`src/rtl/alu_op_sequencer.sv`:
```
// Initiator-side sequencer for the 3-bit-select ALU: accepts one command, runs one or more
// registered ALU passes (chaining SUB and multi-bit SLL), and returns a single response.
module alu_op_sequencer #(
    parameter int DATA_W  = 32,
    parameter int SHAMT_W = 5
) (
    input  logic               clk,
    input  logic               rst,
    input  logic               cmd_valid,
    output logic               cmd_ready,
    input  logic [3:0]         cmd_op,
    input  logic [DATA_W-1:0]  cmd_a,
    input  logic [DATA_W-1:0]  cmd_b,
    input  logic [SHAMT_W-1:0] cmd_shamt,
    output logic               rsp_valid,
    input  logic               rsp_ready,
    output logic [DATA_W-1:0]  rsp_result,
    output logic               rsp_ovf,
    output logic               rsp_taken,
    output logic               rsp_err,
    output logic [DATA_W-1:0]  alu_a,
    output logic [DATA_W-1:0]  alu_b,
    output logic [2:0]         alu_sel,
    input  logic [DATA_W-1:0]  alu_f,
    input  logic               alu_ovf,
    input  logic               alu_zero,
    output logic [2:0]         dbg_state
);

    // Handshakes: a transfer happens on a rising edge where valid && ready; valid-side
    // payloads are held stable until that edge.
    typedef enum logic [2:0] {
        IDLE    = 3'd0,
        EXEC    = 3'd1,
        SHIFT   = 3'd2,
        SUB_NOT = 3'd3,
        SUB_ADD = 3'd4,
        SUB_INC = 3'd5,
        RESP    = 3'd6
    } state_t;

    localparam logic [3:0] OP_ADD = 4'd0;
    localparam logic [3:0] OP_NOT = 4'd1;
    localparam logic [3:0] OP_AND = 4'd2;
    localparam logic [3:0] OP_OR  = 4'd3;
    localparam logic [3:0] OP_SLT = 4'd4;
    localparam logic [3:0] OP_SLL = 4'd5;
    localparam logic [3:0] OP_BEQ = 4'd6;
    localparam logic [3:0] OP_BNE = 4'd7;
    localparam logic [3:0] OP_SUB = 4'd8;

    localparam logic [2:0] SEL_ADD = 3'b000;
    localparam logic [2:0] SEL_NOT = 3'b001;
    localparam logic [2:0] SEL_SLL = 3'b101;

    state_t              state_q, state_d;
    logic [3:0]          op_q, op_d;
    logic [DATA_W-1:0]   a_lat_q, a_lat_d;
    logic [DATA_W-1:0]   b_lat_q, b_lat_d;
    logic [SHAMT_W-1:0]  cnt_q, cnt_d;
    logic [DATA_W-1:0]   alu_a_q, alu_a_d;
    logic [DATA_W-1:0]   alu_b_q, alu_b_d;
    logic [2:0]          alu_sel_q, alu_sel_d;
    logic [DATA_W-1:0]   result_q, result_d;
    logic                ovf_q, ovf_d;
    logic                taken_q, taken_d;
    logic                err_q, err_d;
    logic                is_branch;

    assign is_branch = (op_q == OP_BEQ) || (op_q == OP_BNE);

    always_comb begin
        state_d   = state_q;
        op_d      = op_q;
        a_lat_d   = a_lat_q;
        b_lat_d   = b_lat_q;
        cnt_d     = cnt_q;
        alu_a_d   = alu_a_q;
        alu_b_d   = alu_b_q;
        alu_sel_d = alu_sel_q;
        result_d  = result_q;
        ovf_d     = ovf_q;
        taken_d   = taken_q;
        err_d     = err_q;
        case (state_q)
            IDLE: begin
                if (cmd_valid) begin
                    op_d    = cmd_op;
                    a_lat_d = cmd_a;
                    b_lat_d = cmd_b;
                    case (cmd_op)
                        OP_ADD, OP_NOT, OP_AND, OP_OR, OP_SLT, OP_BEQ, OP_BNE: begin
                            alu_a_d   = cmd_a;
                            alu_b_d   = cmd_b;
                            alu_sel_d = cmd_op[2:0];
                            state_d   = EXEC;
                        end
                        OP_SLL: begin
                            if (cmd_shamt != '0) begin
                                alu_a_d   = cmd_a;
                                alu_sel_d = SEL_SLL;
                                cnt_d     = cmd_shamt;
                                state_d   = SHIFT;
                            end else begin
                                result_d = cmd_a;
                                ovf_d    = 1'b0;
                                taken_d  = 1'b0;
                                err_d    = 1'b0;
                                state_d  = RESP;
                            end
                        end
                        OP_SUB: begin
                            alu_b_d   = cmd_b;
                            alu_sel_d = SEL_NOT;
                            state_d   = SUB_NOT;
                        end
                        default: begin
                            result_d = '0;
                            ovf_d    = 1'b0;
                            taken_d  = 1'b0;
                            err_d    = 1'b1;
                            state_d  = RESP;
                        end
                    endcase
                end
            end
            EXEC: begin
                // Branch selects leave f undefined, so only the zero flag is reported.
                result_d = is_branch ? '0 : alu_f;
                ovf_d    = (op_q == OP_ADD) && alu_ovf;
                taken_d  = is_branch && alu_zero;
                err_d    = 1'b0;
                state_d  = RESP;
            end
            SHIFT: begin
                if (cnt_q == SHAMT_W'(1)) begin
                    result_d = alu_f;
                    ovf_d    = 1'b0;
                    taken_d  = 1'b0;
                    err_d    = 1'b0;
                    state_d  = RESP;
                end else begin
                    alu_a_d = alu_f;
                    cnt_d   = cnt_q - SHAMT_W'(1);
                end
            end
            SUB_NOT: begin
                alu_a_d   = a_lat_q;
                alu_b_d   = alu_f;
                alu_sel_d = SEL_ADD;
                state_d   = SUB_ADD;
            end
            SUB_ADD: begin
                alu_a_d   = alu_f;
                alu_b_d   = DATA_W'(1);
                alu_sel_d = SEL_ADD;
                state_d   = SUB_INC;
            end
            SUB_INC: begin
                // A + ~B + 1 hides the true overflow, so derive it from the operand signs.
                result_d = alu_f;
                ovf_d    = (a_lat_q[DATA_W-1] != b_lat_q[DATA_W-1]) &&
                           (alu_f[DATA_W-1] != a_lat_q[DATA_W-1]);
                taken_d  = 1'b0;
                err_d    = 1'b0;
                state_d  = RESP;
            end
            RESP: begin
                if (rsp_ready) state_d = IDLE;
            end
            default: state_d = IDLE;
        endcase
    end

    always_ff @(posedge clk or posedge rst) begin
        if (rst) begin
            state_q   <= IDLE;
            op_q      <= '0;
            a_lat_q   <= '0;
            b_lat_q   <= '0;
            cnt_q     <= '0;
            alu_a_q   <= '0;
            alu_b_q   <= '0;
            alu_sel_q <= '0;
            result_q  <= '0;
            ovf_q     <= 1'b0;
            taken_q   <= 1'b0;
            err_q     <= 1'b0;
        end else begin
            state_q   <= state_d;
            op_q      <= op_d;
            a_lat_q   <= a_lat_d;
            b_lat_q   <= b_lat_d;
            cnt_q     <= cnt_d;
            alu_a_q   <= alu_a_d;
            alu_b_q   <= alu_b_d;
            alu_sel_q <= alu_sel_d;
            result_q  <= result_d;
            ovf_q     <= ovf_d;
            taken_q   <= taken_d;
            err_q     <= err_d;
        end
    end

    assign cmd_ready  = (state_q == IDLE);
    assign rsp_valid  = (state_q == RESP);
    assign rsp_result = result_q;
    assign rsp_ovf    = ovf_q;
    assign rsp_taken  = taken_q;
    assign rsp_err    = err_q;
    assign alu_a      = alu_a_q;
    assign alu_b      = alu_b_q;
    assign alu_sel    = alu_sel_q;
    assign dbg_state  = state_q;

endmodule

```
`config.mk`:
```
export PLATFORM = sky130hd
export DESIGN_NAME = alu_op_sequencer
export DESIGN_NICKNAME = d
export VERILOG_FILES = /design/src/rtl/alu_op_sequencer.sv
export SDC_FILE = /design/constraint.sdc
export NUM_CORES = 1
export LEC_CHECK = 0
export BUFFER_PORTS_ARGS = -buffer_cell sky130_fd_sc_hd__buf_2
export CAP_MARGIN = 25
export CELL_PAD_IN_SITES_DETAIL_PLACEMENT = 2
export CELL_PAD_IN_SITES_GLOBAL_PLACEMENT = 2
export CORE_MARGIN = 4
export CORE_UTILIZATION = 32
export DETAILED_ROUTE_END_ITERATION = 7
export GPL_TIMING_DRIVEN = 0
export HOLD_SLACK_MARGIN = 0.05
export PLACE_DENSITY_LB_ADDON = 0.15
export SLEW_MARGIN = 20
export SYNTH_ARGS = -nofsm -noshare
export SYNTH_HDL_FRONTEND = slang
export SYNTH_SLANG_ARGS = --single-unit
```
`constraint.sdc`:
```
create_clock -name clk -period 5.2 [get_ports clk]
set_input_delay 0.78 -clock clk [delete_from_list [all_inputs] [get_ports clk]]
set_output_delay 0.78 -clock clk [all_outputs]
set_load 0.005 [all_outputs]
```
==> load_flow_metrics.sql, run 1 <==
INSERT INTO impl_metrics (metric_group, metric, value, unit) VALUES
('global_routing', 'grt_remaining_overflow', '0', ''),
('power', 'max-vdd-ir-drop', '0.0002908', 'V'),
('timing', 'fmax', '0.3318', 'GHz'),
('floorplan', 'placeableCoreArea', '22850', 'um2'),
('setup_path', 'worst_ep_arrival_time', '2.23', 'ns'),
('drt', 'route.antenna.remaining_nets', '0', ''),
('synthesis', 'yosysWarningCount', '0', ''),
('setup_path', 'timing.reg2reg.worst_path_depth', '6', ''),
('floorplan', 'die-height', '161.0', 'um'),
('timing', 'timing.hold.ws', '0.3760', 'ns'),
('cts', 'cts.root.buffer_cell', 'clkbuf_16', ''),
('global_routing', 'grt_pass1_vias', '7795', ''),
('synthesis', 'post-synth-top-area-cell', 'dfrtp_1', ''),
('finish', 'final_layout_size_suffix_gt1_frac', '0.3638', ''),
('min_path', 'hold_path_class', 'input pin to asynchronous set/reset pin', ''),
('cts', 'clock_sinks', '147', ''),
('place', 'io_buffer_count', '216', ''),
('cts', 'post_cts.repair.setup_buffers', '0', ''),
('synthesis', 'ys_seq_area_frac', '0.4912', ''),
('cts', 'h-tree-depth', '4', ''),
('setup_path', 'critical_path_peak_fanout', '10', ''),
('place', 'placedInstanceArea', '8996', 'um2'),
('cts', 'clk_transition_reported_paths', '0.07', 'ns'),
('synthesis', 'synth-adder-area-share', '0.003342', ''),
('global_routing', 'grt_pass1_wl', '47.06', 'mm'),
('timing', 'report.final.slew_viol_count', '0', ''),
('status', 'run_status', 'finished, final reports clean', ''),
('setup_path', 'register_to_register_setup_slack', '2.60', 'ns'),
('setup_path', 'path_class', 'register to output pin', ''),
('floorplan', 'fp.dieW', '161.0', 'um'),
('synthesis', 'count_of_state_elements_after_synthesis', '147', ''),
('power', 'cellLeakagePower', '4.430', 'nW'),
('cts', 'cts_buffers', '17', ''),
('timing', 'period_utilisation_layout', '0.5797', ''),
('synthesis', 'synth_top_family_by_area', 'compound AO/OA/AOI/OAI gates', ''),
('global_routing', 'grt_max_degree', '84', ''),
('setup_path', 'cp-start-kind', 'register', ''),
('drt', 'post_drt_via_cell_ratio', '5.358', ''),
('synthesis', 'fraction_of_synthesized_cell_area_in_xor_and_xnor_cells', '0.003342', ''),
('drt', 'number_of_remaining_drc_errors', '0', ''),
('cts', 'ctsLongestPathBuffers', '2', ''),
('run', 'cap_violations', '0', ''),
('timing', 'grt_setup_unrepaired', 'no', ''),
('timing', 'fin_worst_skew', '0.01084', 'ns'),
('floorplan', 'dieArea', '25910', 'um2'),
('finish', 'net_count_of_the_finished_layout', '1085', ''),
('synthesis', 'synth-compound-area-share', '0.2087', ''),
('synthesis', 'synthesis.area', '7488', 'um2'),
('finish', 'antennaDiodeCount', '0', ''),
('synthesis', 'yosys.cell_types.count', '53', ''),
('synthesis', 'synth-edff-count', '0', ''),
('setup_path', 'timing.rr.end', 'alu_a[31]$_DFFE_PP0P_', ''),
('cts', 'number_of_resized_instances_in_the_post_cts_repair_step', '0', ''),
('drt', 'drt_first_iter_violations', '338', ''),
('cts', 'cts_tree', 'yes', ''),
('setup_path', 'worst-endpoint-required', '4.42', 'ns'),
('timing', 'finalSetupViolations', '0', ''),
('finish', 'layout-area-overhead-vs-synth', '28.02', '%'),
('timing', 'finalHoldViolCount', '0', ''),
('synthesis', 'netlist_instances', '736', ''),
('drt', 'final_wl', '30.13', 'mm'),
('floorplan', 'standard_cell_rows', '55', ''),
('synthesis', 'yosys-mux-area-fraction', '0.1230', ''),
('setup_path', 'cp-end-kind', 'output pin', ''),
('place', 'place_congestion', '0.7593', ''),
('synthesis', 'post_synth_and_or_nand_nor_area_fraction', '0.1233', ''),
('drt', 'wl_per_cell', '23.23', 'um'),
('global_routing', 'initial_antenna_violation_count', '2', ''),
('synthesis', 'ys_top_cells_by_area', 'dfrtp_1 (49%), a22oi_1 (6.5%), mux2_2 (6.0%), mux2_4 (6.0%), nand2_1 (5.1%)', ''),
('timing', 'max_slew.worst_pin.slew', '0.7910', 'ns'),
('cts', 'insertion_delay', '0.43', 'ns');
-- logic make-up after synthesis --
logic type,Yosys count
buf+inv,72
fa+ha+maj,2
compound gates,238
xor+xnor,2
mux,72
flops,147
simple gates,203
-- cell usage in the layout, fill, tap and decap left out, types with 4 or more instances in the layout --
master / count
a21oi_1: 12
inv_1: 8
a22oi_1: 65
o21ai_1: 36
nor2_1: 44
nand2_1: 101
buf_6: 7
clkbuf_1: 33
mux2_4: 30
buf_2: 233
dfrtp_1: 147
a311oi_1: 30
clkbuf_16: 17
mux2_2: 40
o21ai_0: 73
or3_1: 4
nor3_1: 34
-- flip-flops by register name, indices dropped and copies added (netlist names) --
signal and count:
rsp_taken 1, cnt_q 5, dbg_state 3, alu_b 32, rsp_err 1, a_lat_q 32, alu_a 32, b_lat_q 1
alu_sel 3, op_q 4, rsp_ovf 1, rsp_result 32
-- where the power goes --
group,switching (W),leakage (nW),internal [W]
combinational,0.00216,2.34,0.00158
sequential,0.000311,1.81,0.00172
clock,0.000517,0.280,0.000755
-- worst max-delay path, cell delays in order (launching register included) --
cell and delay [ns]:
dfrtp_1 0.47, buf_4 0.23, buf_6 0.16, inv_2 0.17
buf_1 0.50, nor2_1 0.12, buf_2 0.16
-- Yosys cell counts (all sizes together), types with 2 or more instances --
master and count:
nor3 36, or3 4, ha 2, nor2b 3, a21oi 13, nand2b 3
o2bb2ai 2, nand2 102, dfrtp 147, o21ai 110, a32o 2, o22ai 3
o21a 3, mux2 70, a22o 2, mux2i 2, inv 11, buf 29
a311oi 30, clkbuf 32, a32oi 2, a22oi 65, nand3b 2, nor4b 4
nor2 44
-- worst max-delay path by stage --
stage                             start                         end  slack [ns]  cells after the start
6_report       dbg_state[1]$_DFFE_PP0P_                   rsp_valid        2.19                      6
5_1_grt        dbg_state[1]$_DFFE_PP0P_                   rsp_valid        2.08                      6
4_1_cts        dbg_state[1]$_DFFE_PP0P_                   rsp_valid        2.16                      6
3_5_place_dp                  cmd_op[2]  rsp_result[13]$_DFFE_PP0P_        2.36                      7
3_3_place_gp                        rst        alu_a[4]$_DFFE_PP0P_       -1.69                      2
2_1_floorplan                       rst      a_lat_q[0]$_DFFE_PP0P_        0.47                      1
-- per-stage QoR --
step	setup TNS, ns	utilization	power [W]	instances	setup WS (ns)
floorplan	0	-	0.004340	736	0.4687
global placement	-244.56	0.3922	0.005687	1265	-1.688
detailed placement	0	0.3938	0.005823	1266	2.363
CTS	0	0.4196	0.007138	1297	2.157
global route	0	0.4196	0.007590	1297	2.078
finish	0	0.4196	0.007038	1297	2.186
-- per-layer routing --
metal	track usage	up-vias	share of wire
li1	-	3158	-
met1	0.3007	3578	0.44
met2	0.4106	193	0.50
met3	0.04925	16	0.051
met4	0.04420	4	0.0079
met5	0	-	0.00086
-- cell type report --
| class | count | area (um2) |
|---|---|---|
| buffer | 61 | 311.5 |
| clock buffer | 19 | 432.9 |
| clock inverter | 12 | 157.7 |
| fill | 2561 | 13260 |
| inverter | 11 | 48.80 |
| multi-input combinational | 517 | 3457 |
| sequential | 147 | 3679 |
| tap | 313 | 391.6 |
| timing repair buffer | 217 | 1109 |
No activity file was read; power rests on OpenSTA's default activity.
==> run 2, diff against run 1 <==
Clock period 5.2 ns to 3.1 ns, I/O delays scaled along.
==> run 2 against run 1 <==
  * Design area is 0.76% higher
  * Clock skew down 0.0022 ns
  * Register-to-register slack worse by 2.0 ns
  * Via count is 0.52% lower
  * Sequential power rose by 68%
  * Die area did not move
  * First-iteration DRC count fell by 20%
  * Routed wire length fell by 1.8%
==> load_flow_metrics.sql, run 2 (same netlist as run 1, synthesis figures left out) <==
INSERT INTO impl_metrics (metric_group, metric, value, unit) VALUES
('global_routing', 'grt_max_degree', '33', ''),
('cts', 'cts_buffers', '17', ''),
('timing', 'max_slew.worst_pin.slew', '0.7763', 'ns'),
('global_routing', 'groute.layer.met2.usage', '0.4010', ''),
('floorplan', 'initial_utilization', '0.3278', ''),
('floorplan', 'dieArea', '25910', 'um2'),
('floorplan', 'standard_cell_rows', '55', ''),
('timing', 'finalCriticalPeriod', '2.680', 'ns'),
('setup_path', 'register_to_register_setup_slack', '0.58', 'ns'),
('global_routing', 'grtUsageTotal', '0.2290', ''),
('timing', 'fin_worst_skew', '0.008596', 'ns'),
('floorplan', 'top_level_ports', '218', ''),
('drt', 'wl_per_cell', '22.71', 'um'),
('setup_path', 'timing.rr.end', 'alu_a[27]$_DFFE_PP0P_', ''),
('cts', 'clk_transition_reported_paths', '0.07', 'ns'),
('cts', 'ctsLongestPathBuffers', '2', ''),
('drt', 'route.antenna.remaining_nets', '0', ''),
('setup_path', 'slowest_delay', '0.48', 'ns'),
('setup_path', 'timing.reg2reg.worst_path_depth', '6', ''),
('global_routing', 'grt_pass1_vias', '7635', ''),
('global_routing', 'grt_pass1_wl', '45.91', 'mm'),
('setup_path', 'cp-end-kind', 'output pin', ''),
('finish', 'finalInstanceArea', '9659', 'um2'),
('global_routing', 'gr_layer_usage_met3', '0.04746', ''),
('drt', 'final_wl', '29.59', 'mm'),
('place', 'dp_hpwl', '21.82', 'mm'),
('floorplan', 'placeableCoreArea', '22850', 'um2'),
('drt', 'number_of_remaining_drc_errors', '0', ''),
('min_path', 'hold_path_class', 'input pin to register', ''),
('setup_path', 'cp-start-kind', 'register', ''),
('finish', 'final_layout_size_suffix_gt1_frac', '0.3677', ''),
('power', 'post-layout-total-power', '0.01172', 'W'),
('min_path', 'min-delay-start', 'rsp_ready', ''),
('timing', 'period_utilisation_layout', '0.8644', ''),
('setup_path', 'path_class', 'register to output pin', ''),
('finish', 'layout.cells.most_common', 'buf_2', ''),
('finish', 'layout-area-overhead-vs-synth', '28.99', '%'),
('floorplan', 'die-height', '161.0', 'um'),
('finish', 'net_count_of_the_finished_layout', '1090', ''),
('cts', 'insertion_delay', '0.43', 'ns'),
('floorplan', 'fp.dieW', '161.0', 'um'),
('power', 'max-vdd-ir-drop', '0.0004938', 'V'),
('timing', 'report.final.slew_viol_count', '0', ''),
('drt', 'drt_first_iter_violations', '272', ''),
('setup_path', 'worst-path-buf-inv', '5', ''),
('place', 'io_buffer_count', '216', ''),
('finish', 'final_cell_mix', 'buf_2 (233), dfrtp_1 (147), nand2_1 (101)', ''),
('drt', 'post_drt_via_cell_ratio', '5.305', ''),
('timing', 'fmax', '0.3732', 'GHz'),
('cts', 'cts_tree', 'yes', ''),
('global_routing', 'grt_remaining_overflow', '0', ''),
('timing', 'finalSetupViolations', '0', ''),
('cts', 'h-tree-depth', '4', ''),
('global_routing', 'grt_busiest_layer', 'met2', ''),
('setup_path', 'worst-endpoint-required', '2.63', 'ns'),
('drt', 'detail_route.first_pass.iterations', '4', ''),
('cts', 'cts.root.buffer_cell', 'clkbuf_16', ''),
('setup_path', 'worst_ep_arrival_time', '2.21', 'ns'),
('cts', 'number_of_resized_instances_in_the_post_cts_repair_step', '0', ''),
('setup_path', 'crit_path_cell_trace', 'buf_4, buf_6, inv_2, buf_1, nor2_1, buf_2', ''),
('setup_path', 'critical_path_peak_fanout', '10', ''),
('drt', 'detailroute.via_count', '6913', ''),
('setup_path', 'slowest_stage', 'dfrtp_1', ''),
('setup_path', 'r2r_start', 'dbg_state[1]$_DFFE_PP0P_', ''),
('global_routing', 'globalRouteMet1Util', '0.2901', ''),
('timing', 'finalHoldViolCount', '0', ''),
('global_routing', 'initial_antenna_violation_count', '2', ''),
('setup_path', 'critical_path.top_delay_family', 'buffers and inverters', ''),
('min_path', 'holdPathEnd', 'dbg_state[2]$_DFFE_PP0P_', ''),
('timing', 'slew-limit-headroom', '0.4825', ''),
('min_path', 'hold_depth', '2', ''),
('place', 'place_congestion', '0.7616', ''),
('power', 'power-per-cell-area', '1214', 'nW/um2'),
('power', 'cellLeakagePower', '4.458', 'nW'),
('place', 'placedInstanceArea', '9065', 'um2'),
('status', 'run_status', 'finished, final reports clean', ''),
('cts', 'clock_sinks', '147', ''),
('timing', 'setup_tns', '0', 'ns'),
('finish', 'antennaDiodeCount', '0', ''),
('run', 'cap_violations', '0', ''),
('timing', 'grt_setup_unrepaired', 'no', '');
-- run 2: worst reg2reg max path, delay by kind of cell, from the launching register on --
kind | cells | cell delay [ns]
buffers and inverters | 2 | 0.75
xor gates and xnor gates | 1 | 0.57
DFF | 1 | 0.48
AOI/OAI and AO/OA | 1 | 0.34
muxes | 1 | 0.22
and+or+nand+nor | 1 | 0.09
-- run 2: how the worst max path moves through the flow --
| stage | from | endpoint | slack, ns | cells past startpoint |
|---|---|---|---|---|
| floorplan | rst | a_lat_q[0]$_DFFE_PP0P_ | 0.79 | 1 |
| global placement | rst | a_lat_q[4]$_DFFE_PP0P_ | -0.41 | 2 |
| detailed placement | dbg_state[0]$_DFFE_PP0P_ | alu_b[4]$_DFFE_PP0P_ | 0.50 | 6 |
| CTS | dbg_state[1]$_DFFE_PP0P_ | rsp_valid | 0.41 | 6 |
| global route | dbg_state[1]$_DFFE_PP0P_ | rsp_valid | 0.29 | 6 |
| finish | dbg_state[1]$_DFFE_PP0P_ | rsp_valid | 0.42 | 6 |
-- run 2: routing by layer --
metal	wire length, um	vias to the layer above
met4	410	4
met1	12880	3524
met2	14800	185
met3	1477	28
li1	-	3172
met5	20	-
-- run 2: final cells by class --
class	instances	area (um2)
clock inverter	14	155.1
timing repair buffer	222	1191
buffer	61	311.5
inverter	11	45.04
multi-input combinational	517	3457
tap	313	391.6
fill	2559	13190
clock buffer	18	429.2
sequential	147	3679
-- run 2: through the flow --
stage          cells  setup WS (ns)  utilization  hold slack, ns
6_report        1303         0.4204       0.4228          0.2610
5_1_grt         1303         0.2869       0.4228          0.2513
3_3_place_gp    1265        -0.4052       0.3924          0.4571
3_5_place_dp    1270         0.4978       0.3968          0.3595
4_1_cts         1303         0.4056       0.4228          0.2420
2_1_floorplan    736         0.7880            -          0.4733
-- run 2: power by group --
part	switching [W]	internal [W]	leakage, nW	total (W)
registers	0.000530	0.00288	1.81	0.00341
clock network	0.000888	0.00120	0.275	0.00208
logic	0.00357	0.00266	2.37	0.00623
-- run 2: repair_timing --
action | 4_1_cts | 5_1_grt
buffers inserted | 0 | 0
endpoints found under the hold margin | 2 | 0
hold buffers | 1 | 0
endpoints found under the setup margin | 0 | 0
==> run 3, diff against run 2 <==
Settings changed: CORE_UTILIZATION 32 to 33, CTS_BUF_LIST set to sky130_fd_sc_hd__clkbuf_4.
==> run 3 against run 2 <==
  * Worst setup slack got worse by 0.16 ns
  * Largest cell class unchanged
  * Design area fell by 3.0%
  * Routed wire length fell by 1.1%
  * Clock power fell by 32%
  * Maximum frequency fell by 5.7%
  * Utilization rose by 0.11 points
  * Largest power group unchanged
  * Flip-flop and latch count did not move
  * Worst hold slack got worse by 0.15 ns
  * Non-clock buffer count did not move
  * Global-route usage rose by 0.58 points
  * First-iteration DRC count rose by 6.6%
==> load_flow_metrics.sql, run 3 (same netlist as run 1, synthesis figures left out) <==
INSERT INTO impl_metrics (metric_group, metric, value, unit) VALUES
('finish', 'layout.cells.most_common', 'buf_2', ''),
('finish', 'finish.utilization', '0.4239', ''),
('timing', 'setup_tns', '0', 'ns'),
('cts', 'clock_sinks', '147', ''),
('drt', 'detailroute.via_count', '6914', ''),
('setup_path', 'worst-endpoint-required', '2.63', 'ns'),
('global_routing', 'grtUsageTotal', '0.2347', ''),
('power', 'cellLeakagePower', '4.355', 'nW'),
('global_routing', 'grt_max_degree', '32', ''),
('run', 'cap_violations', '0', ''),
('global_routing', 'grt_pass1_wl', '45.43', 'mm'),
('floorplan', 'die-height', '158.6', 'um'),
('floorplan', 'dieArea', '25170', 'um2'),
('status', 'run_status', 'finished, final reports clean', ''),
('setup_path', 'critical_path_peak_fanout', '10', ''),
('floorplan', 'fp.dieW', '158.6', 'um'),
('drt', 'final_wl', '29.27', 'mm'),
('global_routing', 'initial_antenna_violation_count', '4', ''),
('timing', 'report.final.slew_viol_count', '0', ''),
('power', 'max-vdd-ir-drop', '0.0003424', 'V'),
('drt', 'wl_per_cell', '23.01', 'um'),
('setup_path', 'slowest_delay', '0.50', 'ns'),
('floorplan', 'standard_cell_rows', '54', ''),
('cts', 'h-tree-depth', '4', ''),
('timing', 'fmax', '0.3518', 'GHz'),
('cts', 'cts_tree', 'yes', ''),
('power', 'power-per-cell-area', '1171', 'nW/um2'),
('timing', 'grt_setup_unrepaired', 'no', ''),
('floorplan', 'placeableCoreArea', '22090', 'um2'),
('finish', 'finalInstanceArea', '9365', 'um2'),
('min_path', 'hold_path_class', 'input pin to register', ''),
('timing', 'slew-limit-headroom', '0.5126', ''),
('drt', 'detail_route.first_pass.iterations', '4', ''),
('timing', 'finalHoldViolCount', '0', ''),
('finish', 'layout-area-overhead-vs-synth', '25.06', '%'),
('timing', 'finalCriticalPeriod', '2.843', 'ns'),
('timing', 'finalSetupViolations', '0', ''),
('drt', 'route.antenna.remaining_nets', '0', ''),
('setup_path', 'worst_ep_arrival_time', '2.38', 'ns'),
('setup_path', 'cp-start-kind', 'register', ''),
('finish', 'net_count_of_the_finished_layout', '1090', ''),
('floorplan', 'initial_utilization', '0.3389', ''),
('finish', 'final_layout_size_suffix_gt1_frac', '0.3657', ''),
('place', 'place_congestion', '0.7776', ''),
('cts', 'cts_buffers', '17', ''),
('cts', 'clk_transition_reported_paths', '0.13', 'ns'),
('place', 'placement.setup.worst_slack', '0.4796', 'ns'),
('global_routing', 'grt_pass1_vias', '7743', ''),
('drt', 'number_of_remaining_drc_errors', '0', ''),
('timing', 'timing.final.ws_setup', '0.2571', 'ns'),
('drt', 'post_drt_via_cell_ratio', '5.436', ''),
('place', 'placedInstanceArea', '9031', 'um2'),
('cts', 'ctsLongestPathBuffers', '2', ''),
('cts', 'cts.root.buffer_cell', 'clkbuf_4', ''),
('power', 'post-layout-total-power', '0.01097', 'W'),
('timing', 'max_slew.worst_pin.slew', '0.7258', 'ns'),
('drt', 'drt_first_iter_violations', '290', ''),
('setup_path', 'path_class', 'register to output pin', ''),
('setup_path', 'crit_path_cell_trace', 'buf_4, buf_6, inv_2, buf_1, nor2_1, buf_2', ''),
('cts', 'number_of_resized_instances_in_the_post_cts_repair_step', '0', ''),
('place', 'dp_hpwl', '22.14', 'mm'),
('setup_path', 'cp-end-kind', 'output pin', ''),
('timing', 'period_utilisation_layout', '0.9171', ''),
('cts', 'insertion_delay', '0.57', 'ns'),
('timing', 'fin_worst_skew', '0.02660', 'ns'),
('setup_path', 'slowest_stage', 'dfrtp_1', ''),
('place', 'io_buffer_count', '216', ''),
('finish', 'final_cell_mix', 'buf_2 (233), dfrtp_1 (147), nand2_1 (101)', ''),
('global_routing', 'grt_remaining_overflow', '0', ''),
('floorplan', 'top_level_ports', '218', '');
==> run 3: cell types whose count changed in the layout (fill, tap and decap cells not counted), sizes merged <==
cell | previous run | this run
clkinv | 4 | 7
clkinvlp | 5 | 2
bufinv | 2 | 4
diode | 0 | 2
inv | 14 | 12
==> run 3: per-stage QoR <==
step	std cells	hold WS, ns
2_1_floorplan	736	0.4733
6_report	1272	0.1156
3_5_place_dp	1237	0.4706
4_1_cts	1270	0.07787
5_1_grt	1272	0.06479
3_3_place_gp	1232	0.4568
==> run 3: path summary, 6_finish.rpt <==
path                       cells after the start  slack, ns                     start                        to
hold reg to reg                                2       0.49     alu_b[20]$_DFFE_PP0P_     alu_b[20]$_DFFE_PP0P_
min in group asynchronous                      3       0.47                       rst     alu_b[26]$_DFFE_PP0P_
hold / removal                                 2       0.12                 rsp_ready  dbg_state[2]$_DFFE_PP0P_
max in group asynchronous                      5       1.83                       rst    a_lat_q[8]$_DFFE_PP0P_
setup / recovery                               6       0.26  dbg_state[1]$_DFFE_PP0P_                 rsp_valid
setup reg to reg                               6       0.58  dbg_state[0]$_DFFE_PP0P_      alu_b[0]$_DFFE_PP0P_
==> run 3: cell type report <==
class / instances / area [um2]
diodes: 2 / 5.005
plain buffers: 61 / 311.5
clock buffers: 18 / 135.1
clock inverters: 14 / 183.9
fillers: 2506 / 12730
inverters: 11 / 45.04
multi-input cells: 517 / 3457
flip-flops and latches: 147 / 3679
well taps: 280 / 350.3
repair buffers: 222 / 1199
==> run 3: timing repair <==
action / in CTS / in global routing
setup buffers: 0 / 0
hold buffers: 1 / 0
hold endpoints to repair: 17 / 0
==> run 3: critical path: cells and delay by family (launching register included) <==
kind	cells	cell delay (ns)
flip-flops	1	0.50
AND/OR/NAND/NOR	1	0.12
buffers and inverters	5	1.19
==> run 3: layer usage <==
metal | GRT usage | share of wire | routed length (um)
met3 | 0.04920 | 0.051 | 1498
met5 | 0 | 0.00072 | 21
met4 | 0.04102 | 0.0087 | 255
met1 | 0.3082 | 0.44 | 12970
met2 | 0.4055 | 0.50 | 14520
==> run 3: report_power, final <==
| part | leakage (nW) | internal, W | switching, W |
|---|---|---|---|
| clock | 0.169 | 0.000646 | 0.000765 |
| combinational | 2.37 | 0.00265 | 0.00350 |
| sequential | 1.81 | 0.00287 | 0.000536 |
